## config.mk

```make
export PLATFORM = sky130hd
export DESIGN_NAME = imem_fetch_unit
export DESIGN_NICKNAME = d
export VERILOG_FILES = /design/src/rtl/npc_pkg.sv /design/src/rtl/fetch_fifo.sv /design/src/rtl/imem_fetch_unit.sv
export SDC_FILE = /design/constraint.sdc
export NUM_CORES = 1
export LEC_CHECK = 0
export CAP_MARGIN = 40
export CORE_MARGIN = 2
export CORE_UTILIZATION = 57
export DETAILED_ROUTE_END_ITERATION = 10
export DONT_BUFFER_PORTS = 1
export PLACE_DENSITY = 0.73
export SYNTH_ARGS = -nofsm -noshare
export SYNTH_HDL_FRONTEND = slang
export SYNTH_SLANG_ARGS = --single-unit
```

## constraint.sdc

```tcl
create_clock -name clk -period 10.1 [get_ports clk]
set_clock_uncertainty 0.1 [all_clocks]
set_input_delay 3.03 -clock clk [delete_from_list [all_inputs] [get_ports clk]]
set_output_delay 3.03 -clock clk [all_outputs]
set_load 0.01 [all_outputs]
```

## src/rtl/npc_pkg.sv

```systemverilog
// Shared definitions for the fetch path: architectural widths, the nop encoding
// and the tag/response records carried through the fetch FIFOs.
package npc_pkg;
    localparam int XLEN = 64;
    localparam int ILEN = 32;
    localparam logic [ILEN-1:0] NOP_INST = 32'h0000_0013;

    typedef struct packed {
        logic hi;   // instruction lives in the upper half of the 64-bit beat
        logic mis;  // fetch address was not word aligned
    } fetch_tag_t;

    typedef struct packed {
        logic [ILEN-1:0] word;
        logic            fault;
    } resp_t;

    // Faulting fetches never expose memory data; they hand decode a nop.
    function automatic resp_t make_resp(input fetch_tag_t tag, input logic [XLEN-1:0] beat);
        resp_t r;
        r.fault = tag.mis;
        r.word  = tag.mis ? NOP_INST : (tag.hi ? beat[63:32] : beat[31:0]);
        return r;
    endfunction
endpackage

```

## src/rtl/fetch_fifo.sv

```systemverilog
// Small synchronous FIFO with occupancy count and an optional clear that
// overrides any push/pop in the same cycle. DEPTH must be a power of two.
module fetch_fifo #(
    parameter int WIDTH = 8,
    parameter int DEPTH = 2
) (
    input  logic                   clk,
    input  logic                   rst_n,
    input  logic                   push,
    input  logic                   pop,
    input  logic                   clear,
    input  logic [WIDTH-1:0]       din,
    output logic [WIDTH-1:0]       dout,
    output logic [$clog2(DEPTH):0] count
);
    localparam int AW = $clog2(DEPTH);
    localparam int CW = AW + 1;

    logic [WIDTH-1:0] mem [DEPTH];
    logic [AW-1:0]    wr_ptr, rd_ptr;
    logic             do_push, do_pop;

    assign do_pop  = pop & (count != '0);
    assign do_push = push & ((count != CW'(DEPTH)) | do_pop);
    assign dout    = mem[rd_ptr];

    always_ff @(posedge clk) begin
        if (rst_n && !clear && do_push)
            mem[wr_ptr] <= din;
    end

    always_ff @(posedge clk) begin
        if (!rst_n || clear) begin
            wr_ptr <= '0;
            rd_ptr <= '0;
            count  <= '0;
        end else begin
            if (do_push) wr_ptr <= wr_ptr + AW'(1);
            if (do_pop)  rd_ptr <= rd_ptr + AW'(1);
            count <= count + CW'(do_push) - CW'(do_pop);
        end
    end
endmodule

```

## src/rtl/imem_fetch_unit.sv

```systemverilog
// Instruction-memory responder: credit-limited requests to a 64-bit memory port,
// in-order tag tracking, half-word selection and stale-beat dropping after redirects.
module imem_fetch_unit
    import npc_pkg::*;
#(
    parameter int DEPTH = 2
) (
    input  logic            clk,
    input  logic            rst_n,
    input  logic [XLEN-1:0] ira,
    input  logic            fetch_req,
    input  logic            flush,
    input  logic            ir_ready,
    output logic [ILEN-1:0] ir,
    output logic            ivalid,
    output logic            ifault,
    output logic            mem_req,
    output logic [XLEN-1:0] mem_addr,
    input  logic            mem_gnt,
    input  logic            mem_rvalid,
    input  logic [XLEN-1:0] mem_rdata
);
    localparam int CW = $clog2(DEPTH) + 1;
    localparam logic [CW-1:0] DEPTH_C = CW'(DEPTH);

    logic [CW-1:0] inflight, drop_cnt, buf_count, tag_count, credits;
    fetch_tag_t    tag_in, tag_head;
    resp_t         resp_in, resp_head;
    logic          grant, rv_ok, keep_beat, consume;

    // Dropped-but-outstanding beats still hold credits until they return.
    assign credits  = DEPTH_C - (inflight + buf_count);
    assign mem_req  = rst_n & fetch_req & ~flush & (credits != '0);
    assign mem_addr = {ira[XLEN-1:3], 3'b000};
    assign grant    = mem_req & mem_gnt;

    assign rv_ok     = mem_rvalid & (inflight != '0);
    assign keep_beat = rv_ok & (drop_cnt == '0) & ~flush;
    assign consume   = ivalid & ir_ready & ~flush;

    assign tag_in.hi  = ira[2];
    assign tag_in.mis = (ira[1:0] != 2'b00);
    assign resp_in    = make_resp(tag_head, mem_rdata);

    fetch_fifo #(.WIDTH($bits(fetch_tag_t)), .DEPTH(DEPTH)) u_tag_fifo (
        .clk   (clk),
        .rst_n (rst_n),
        .push  (grant),
        .pop   (rv_ok),
        .clear (1'b0),
        .din   (tag_in),
        .dout  (tag_head),
        .count (tag_count)
    );

    fetch_fifo #(.WIDTH($bits(resp_t)), .DEPTH(DEPTH)) u_resp_buf (
        .clk   (clk),
        .rst_n (rst_n),
        .push  (keep_beat),
        .pop   (consume),
        .clear (flush),
        .din   (resp_in),
        .dout  (resp_head),
        .count (buf_count)
    );

    always_ff @(posedge clk) begin
        if (!rst_n) begin
            inflight <= '0;
            drop_cnt <= '0;
        end else begin
            inflight <= inflight + CW'(grant) - CW'(rv_ok);
            // A beat landing in the flush cycle is already excluded here; it is dropped directly.
            if (flush)
                drop_cnt <= inflight - CW'(rv_ok);
            else if (rv_ok && drop_cnt != '0)
                drop_cnt <= drop_cnt - CW'(1);
        end
    end

    assign ivalid = rst_n & (buf_count != '0);
    assign ir     = ivalid ? resp_head.word : '0;
    assign ifault = ivalid & resp_head.fault;

    always @(posedge clk) begin
        if (rst_n) begin
            assert (!(mem_rvalid && inflight == '0))
                else $error("imem_fetch_unit: mem_rvalid with no request in flight");
            assert (tag_count == inflight)
                else $error("imem_fetch_unit: tag FIFO out of step with inflight count");
        end
    end
endmodule

```

======== Yosys cells after proc, flatten, opt, wreduce, memory -nomap -nowiden ========
Memories as Yosys holds them, arrays and structs flattened. A register that Yosys moved wholly into a read port is not among the register bits.
Cells that the tools add are included.
word-level totals
  flip-flop bits (word level) ............. 12
  RAM bits ................................ 70
  output and inout bits ................... 99
  logic and storage cells ................. 72
  memories kept ........................... 2
memories
  memory          depth  width  read ports  clocked after Yosys merged registers in  write ports  line              RTL
  u_resp_buf.mem  2      33     1           1                                        1            fetch_fifo.sv:19  logic [WIDTH-1:0] mem [DEPTH];
  u_tag_fifo.mem  2      2      1           1                                        1            fetch_fifo.sv:19
operators by class
  $add $sub $neg .......................... 14
  eq/ne operators ......................... 2
  multiplexer cells ....................... 13
  bitwise operators ....................... 18
  reductions and logical operators ........ 15
operators with widths
  operator                                                             number
  32-bit two-way mux                                                   3
  1-bit AND                                                            15
  2-bit nonzero test                                                   7
  1-bit two-way mux                                                    8
  2-bit by 1-bit subtractor with 2-bit output                          4
  2-bit by 1-bit adder with 2-bit output                               3
  1-bit adder (second input constant)                                  4
  1-bit logical AND                                                    4
  2-bit two-way mux                                                    2
  2-bit inequality test (second input constant)                        2
  2-bit adder                                                          1
  1-bit logical NOT                                                    2
  2-bit logical NOT                                                    1
  1-bit OR                                                             2
  2-bit by 1-bit subtractor with 2-bit output (second input constant)  1
  2-bit subtractor (first input constant)                              1
  1-bit logical OR                                                     1
  1-bit NOT                                                            1

======== Logic depth before layout (Yosys ltp) ========
  depth after elaboration ................. 10
  depth in mapped cells ................... 10
  depth with buffers taken out ............ 10

======== Cells and area by module ========
From an unflattened synthesis, not the netlist that was laid out.
unflattened totals
  cells, all modules ...................... 377
  area, all modules ....................... 4,556.9 µm²
by module, submodules not included
  module                    times used  cells an instance  area each (µm²)  sequential area each (µm²)
  fetch_fifo at u_resp_buf  1           131                2,631.3          2,082.0
  imem_fetch_unit           1           212                1,525.2          80.1
  fetch_fifo at u_tag_fifo  1           34                 400.4            220.2

======== Worst setup path after synthesis ========
No wires, ideal clock.
  kind .................................... input port to output port
  from .................................... input port rst_n
  to ...................................... output port ir[10]
  arrival ................................. 3.833 ns
  required time ........................... 6.970 ns
  setup slack ............................. 3.137 ns
  stages .................................. 4
  path buffers ............................ 2
  path through ............................ clkbuf_1 > o21ai_1 > clkbuf_1 > nor2_1
on the way
  word-level cells in the longest chain between the ends .. 2
RTL lines
  element             line                   RTL
  start, declared     imem_fetch_unit.sv:9   input logic rst_n,
  1-bit AND           imem_fetch_unit.sv:81  assign ivalid = rst_n & (buf_count != '0);
  32-bit two-way mux  imem_fetch_unit.sv:82  assign ir = ivalid ? resp_head.word : '0;
  end, declared       imem_fetch_unit.sv:14  output logic [ILEN-1:0] ir,
No other way between the ends.

======== Final worst setup path ========
  from .................................... input port flush
  to ...................................... output port mem_req
on the way
  word-level cells in the longest chain between the ends .. 3
RTL lines
  element                  line                   RTL
  start, declared          imem_fetch_unit.sv:12  input logic flush,
  1-bit NOT                imem_fetch_unit.sv:33  assign mem_req = rst_n & fetch_req & ~flush & (credits != '0);
  1-bit AND (2 in series)  imem_fetch_unit.sv:33
  end, declared            imem_fetch_unit.sv:17  output logic mem_req,
No other way between the ends.

==> out/qor.yml <==
hold_end: "u_resp_buf.rd_ptr"
cts_setup_buffers: 0
antenna_found_initial: 0
r2r_end: "inflight[1]"
drv_slew: 0
row_count: 31
diodes: 0
fillers: 629
numPortBuffers: 0
cts_hold_buf: 0
setup.worst_path.end_class: "primary output"
tns_ns: 0
clock_sinks: 84
dieArea_um2: 8370
critical_path.top_delay_family: "compound AO/OA/AOI/OAI gates"
rsz0062_at_grt: "false"
synthAdderAreaFrac_pct: 2.29
reg2reg_slack_ns: 7.62
grt_pass1_vias: 2369
yosysSeqAreaShare_pct: 54.6
drt_wl_total_um: 8040
dr.pass1.iters: 4
critPathKind: "in2out"
vias: 2498
worst_path_max_delay_cell: "a211oi_2"
period_share_pct: 67.8
worstPathMaxFanout: 7
syn_to_final_growth_pct: -1.75
gr-total-overflow: 0
htree_levels: 3
route.detailed.drc: 0
grt_use_total_pct: 18.9
grt_max_degree: 35
finalHoldViolCount: 0
period_minus_slack_ns: 6.85
worstHoldPathType: "reg2reg"
status: "finished, final reports clean"
dieHeight_um: 91.5
root_buffer: "clkbuf_8"
ys_ff_latch: 84
synth_top_family_by_area: "buffers and inverters"
synth_area_um2: 4360
grt_pass1_wl_um: 11900
yosysWarnings: 0
hold_start: "u_resp_buf.rd_ptr"
synth_simple_gate_area_share_pct: 12.9
coreArea_um2: 7330
die_x_um: 91.5
relSlewSlack_pct: 47.0
timing.rr.start: "u_resp_buf.count[1]"
rr_worst_depth: 8
syn_inst: 410
critPathLaunchType: "input port"
ys_types: 33
synthMuxAreaShare_pct: 8.57
cts_tree: "built"
critical_path.cell_chain: "nand2b_1, a211oi_2"
nets: 489
peakVddDrop_uv: 93.1
ctsResizeCount: 0
initial_utilization_pct: 59.5
vias_per_cell: 5.55
maxCapViolations: 0
powerDensity_nw_per_um2: 167
synth-compound-area-share_pct: 5.16
synth_xor_area_share_pct: 2.72
ios: 234
fin_util_pct: 58.5
dp.final_hpwl_um: 5530
synth_area_per_cell_um2: 10.6
cts_buffers: 9
drive_above_1_share_pct: 8.55
tightestPinTransition_ns: 0.795
crit_required_ns: 6.97
ant_nets: 0
cp.buffers_inverters: 0
drt_iter0_markers: 158
min_delay_path_depth: 2
routedWlPerCell_um: 17.9
cts.clk_slew.worst_paths_ns: 0.08
cp.arrival_ns: 3.72
clk-insertion-delay-late_ns: 0.34
place_congestion: 0.828
leakagePower_nw: 1.47
setup_viol: 0
cpPeakStageDelay_ns: 0.45
cts_max_path_buffers: 2
fmax_mhz: 146
synthesized netlist by cell type, drive strengths merged:
library cell   n  share of area [%]
a31oi          1               0.14
xnor2          8                1.6
nand3b         4               0.69
ha             8                2.3
and3           2               0.29
inv           13                1.1
a211oi         2               0.46
mux2           3               0.77
xnor3          1               0.52
a41oi          1               0.20
a2111oi        1               0.34
buf           67                 11
and2           5               0.72
edfxtp        70                 48
nand2         70                6.0
nor2          42                3.6
a21oi         31                3.6
and3b          1               0.20
clkbuf        14                1.2
or2            2               0.29
mux2i         34                7.8
dfxtp         14                6.4
nor2b          5               0.72
o21ai          4               0.46
xor2           3               0.60
conb           1              0.086
nand2b         2               0.29
nor3           1               0.11
registers in the layout (all words and copies together) (netlist names), named ones only:
name,count
u_tag_fifo.mem,4
inflight,2
u_resp_buf.count,2
u_tag_fifo.wr_ptr,1
u_tag_fifo.count,2
u_resp_buf.mem,66
drop_cnt,2
u_resp_buf.wr_ptr,1
u_resp_buf.rd_ptr,1
u_tag_fifo.rd_ptr,1
cell usage in the layout (no fill, tap or decap), drive strengths merged:
| master | n |
|---|---|
| a211oi | 2 |
| mux2i | 34 |
| a2111oi | 1 |
| xor2 | 3 |
| a21oi | 31 |
| clkinv | 1 |
| nor3 | 1 |
| nand2 | 70 |
| and2 | 5 |
| clkinvlp | 3 |
| buf | 4 |
| inv | 13 |
| nand3b | 4 |
| and3 | 2 |
| a41oi | 1 |
| nor2 | 42 |
| mux2 | 3 |
| and3b | 1 |
| or2 | 2 |
| bufinv | 1 |
| dfxtp | 14 |
| ha | 8 |
| clkbuf | 11 |
| xnor3 | 1 |
| xnor2 | 8 |
| a31oi | 1 |
| conb | 3 |
| edfxtp | 70 |
| o21ai | 4 |
| nor2b | 5 |
| nand2b | 2 |
per-layer routing:
layer	routed length, µm	GRT usage [%]	part of all wire [%]	vias up
met2	3870	30.9	48	114
met1	3310	22.7	41	1170
li1	-	-	-	1188
met5	0	0	0	-
met3	625	5.39	7.8	26
met4	245	9.97	3.0	0
through the flow:
step | setup slack, ns | hold slack [ns] | power, mW | instance area (µm²) | cells
after global placement | 3.27 | 0.401 | 0.479 | 3980 | 430
after CTS | 3.26 | 0.432 | 0.720 | 4260 | 449
after floorplan | 3.14 | 0.372 | 0.492 | 4370 | 412
after global routing | 3.20 | 0.450 | 0.748 | 4290 | 450
after detailed placement | 3.26 | 0.401 | 0.485 | 4060 | 433
final | 3.25 | 0.429 | 0.715 | 4290 | 450
how the worst max path moves through the flow:
| stage | depth (start not counted) | slack, ns | startpoint | endpoint |
|---|---|---|---|---|
| global placement | 2 | 3.27 | flush | mem_req |
| finish | 2 | 3.25 | flush | mem_req |
| CTS | 2 | 3.26 | flush | mem_req |
| global route | 2 | 3.20 | flush | mem_req |
| floorplan | 4 | 3.14 | rst_n | ir[10] |
| detailed placement | 2 | 3.26 | flush | mem_req |
tightest hold or removal path, delay by kind of cell (launching register included):
family / cells / cell delay, ns
flops: 1 / 0.33
simple gates: 1 / 0.08
xor+xnor: 1 / 0.08
cell type report:
type                            count  area [µm²]  area share, %
Clock buffer                       11         141           3.30
Clock inverter                      5        61.3           1.43
Inverter                           13        48.8           1.14
Multi-Input combinational cell    234        1430           33.3
Sequential cell                    84        2380           55.6
Tap cell                           99         124           2.89
Timing Repair Buffer                4         103           2.39
power by group:
group	switching, mW	internal, mW	leakage, nW	total [mW]
sequential	0.00767	0.386	0.752	0.393
clock	0.115	0.122	0.0918	0.236
combinational	0.0488	0.0366	0.624	0.0854
kinds of logic after synthesis:
kind of cell	after synthesis
flip-flops	84
AND/OR/NAND/NOR	134
other	1
XOR/XNOR	12
multiplexers	37
buffers and inverters	94
adder cells (fa/ha/maj)	8
AO/OA/AOI/OAI	40
Note: power is estimated with default switching activity, not from simulation.
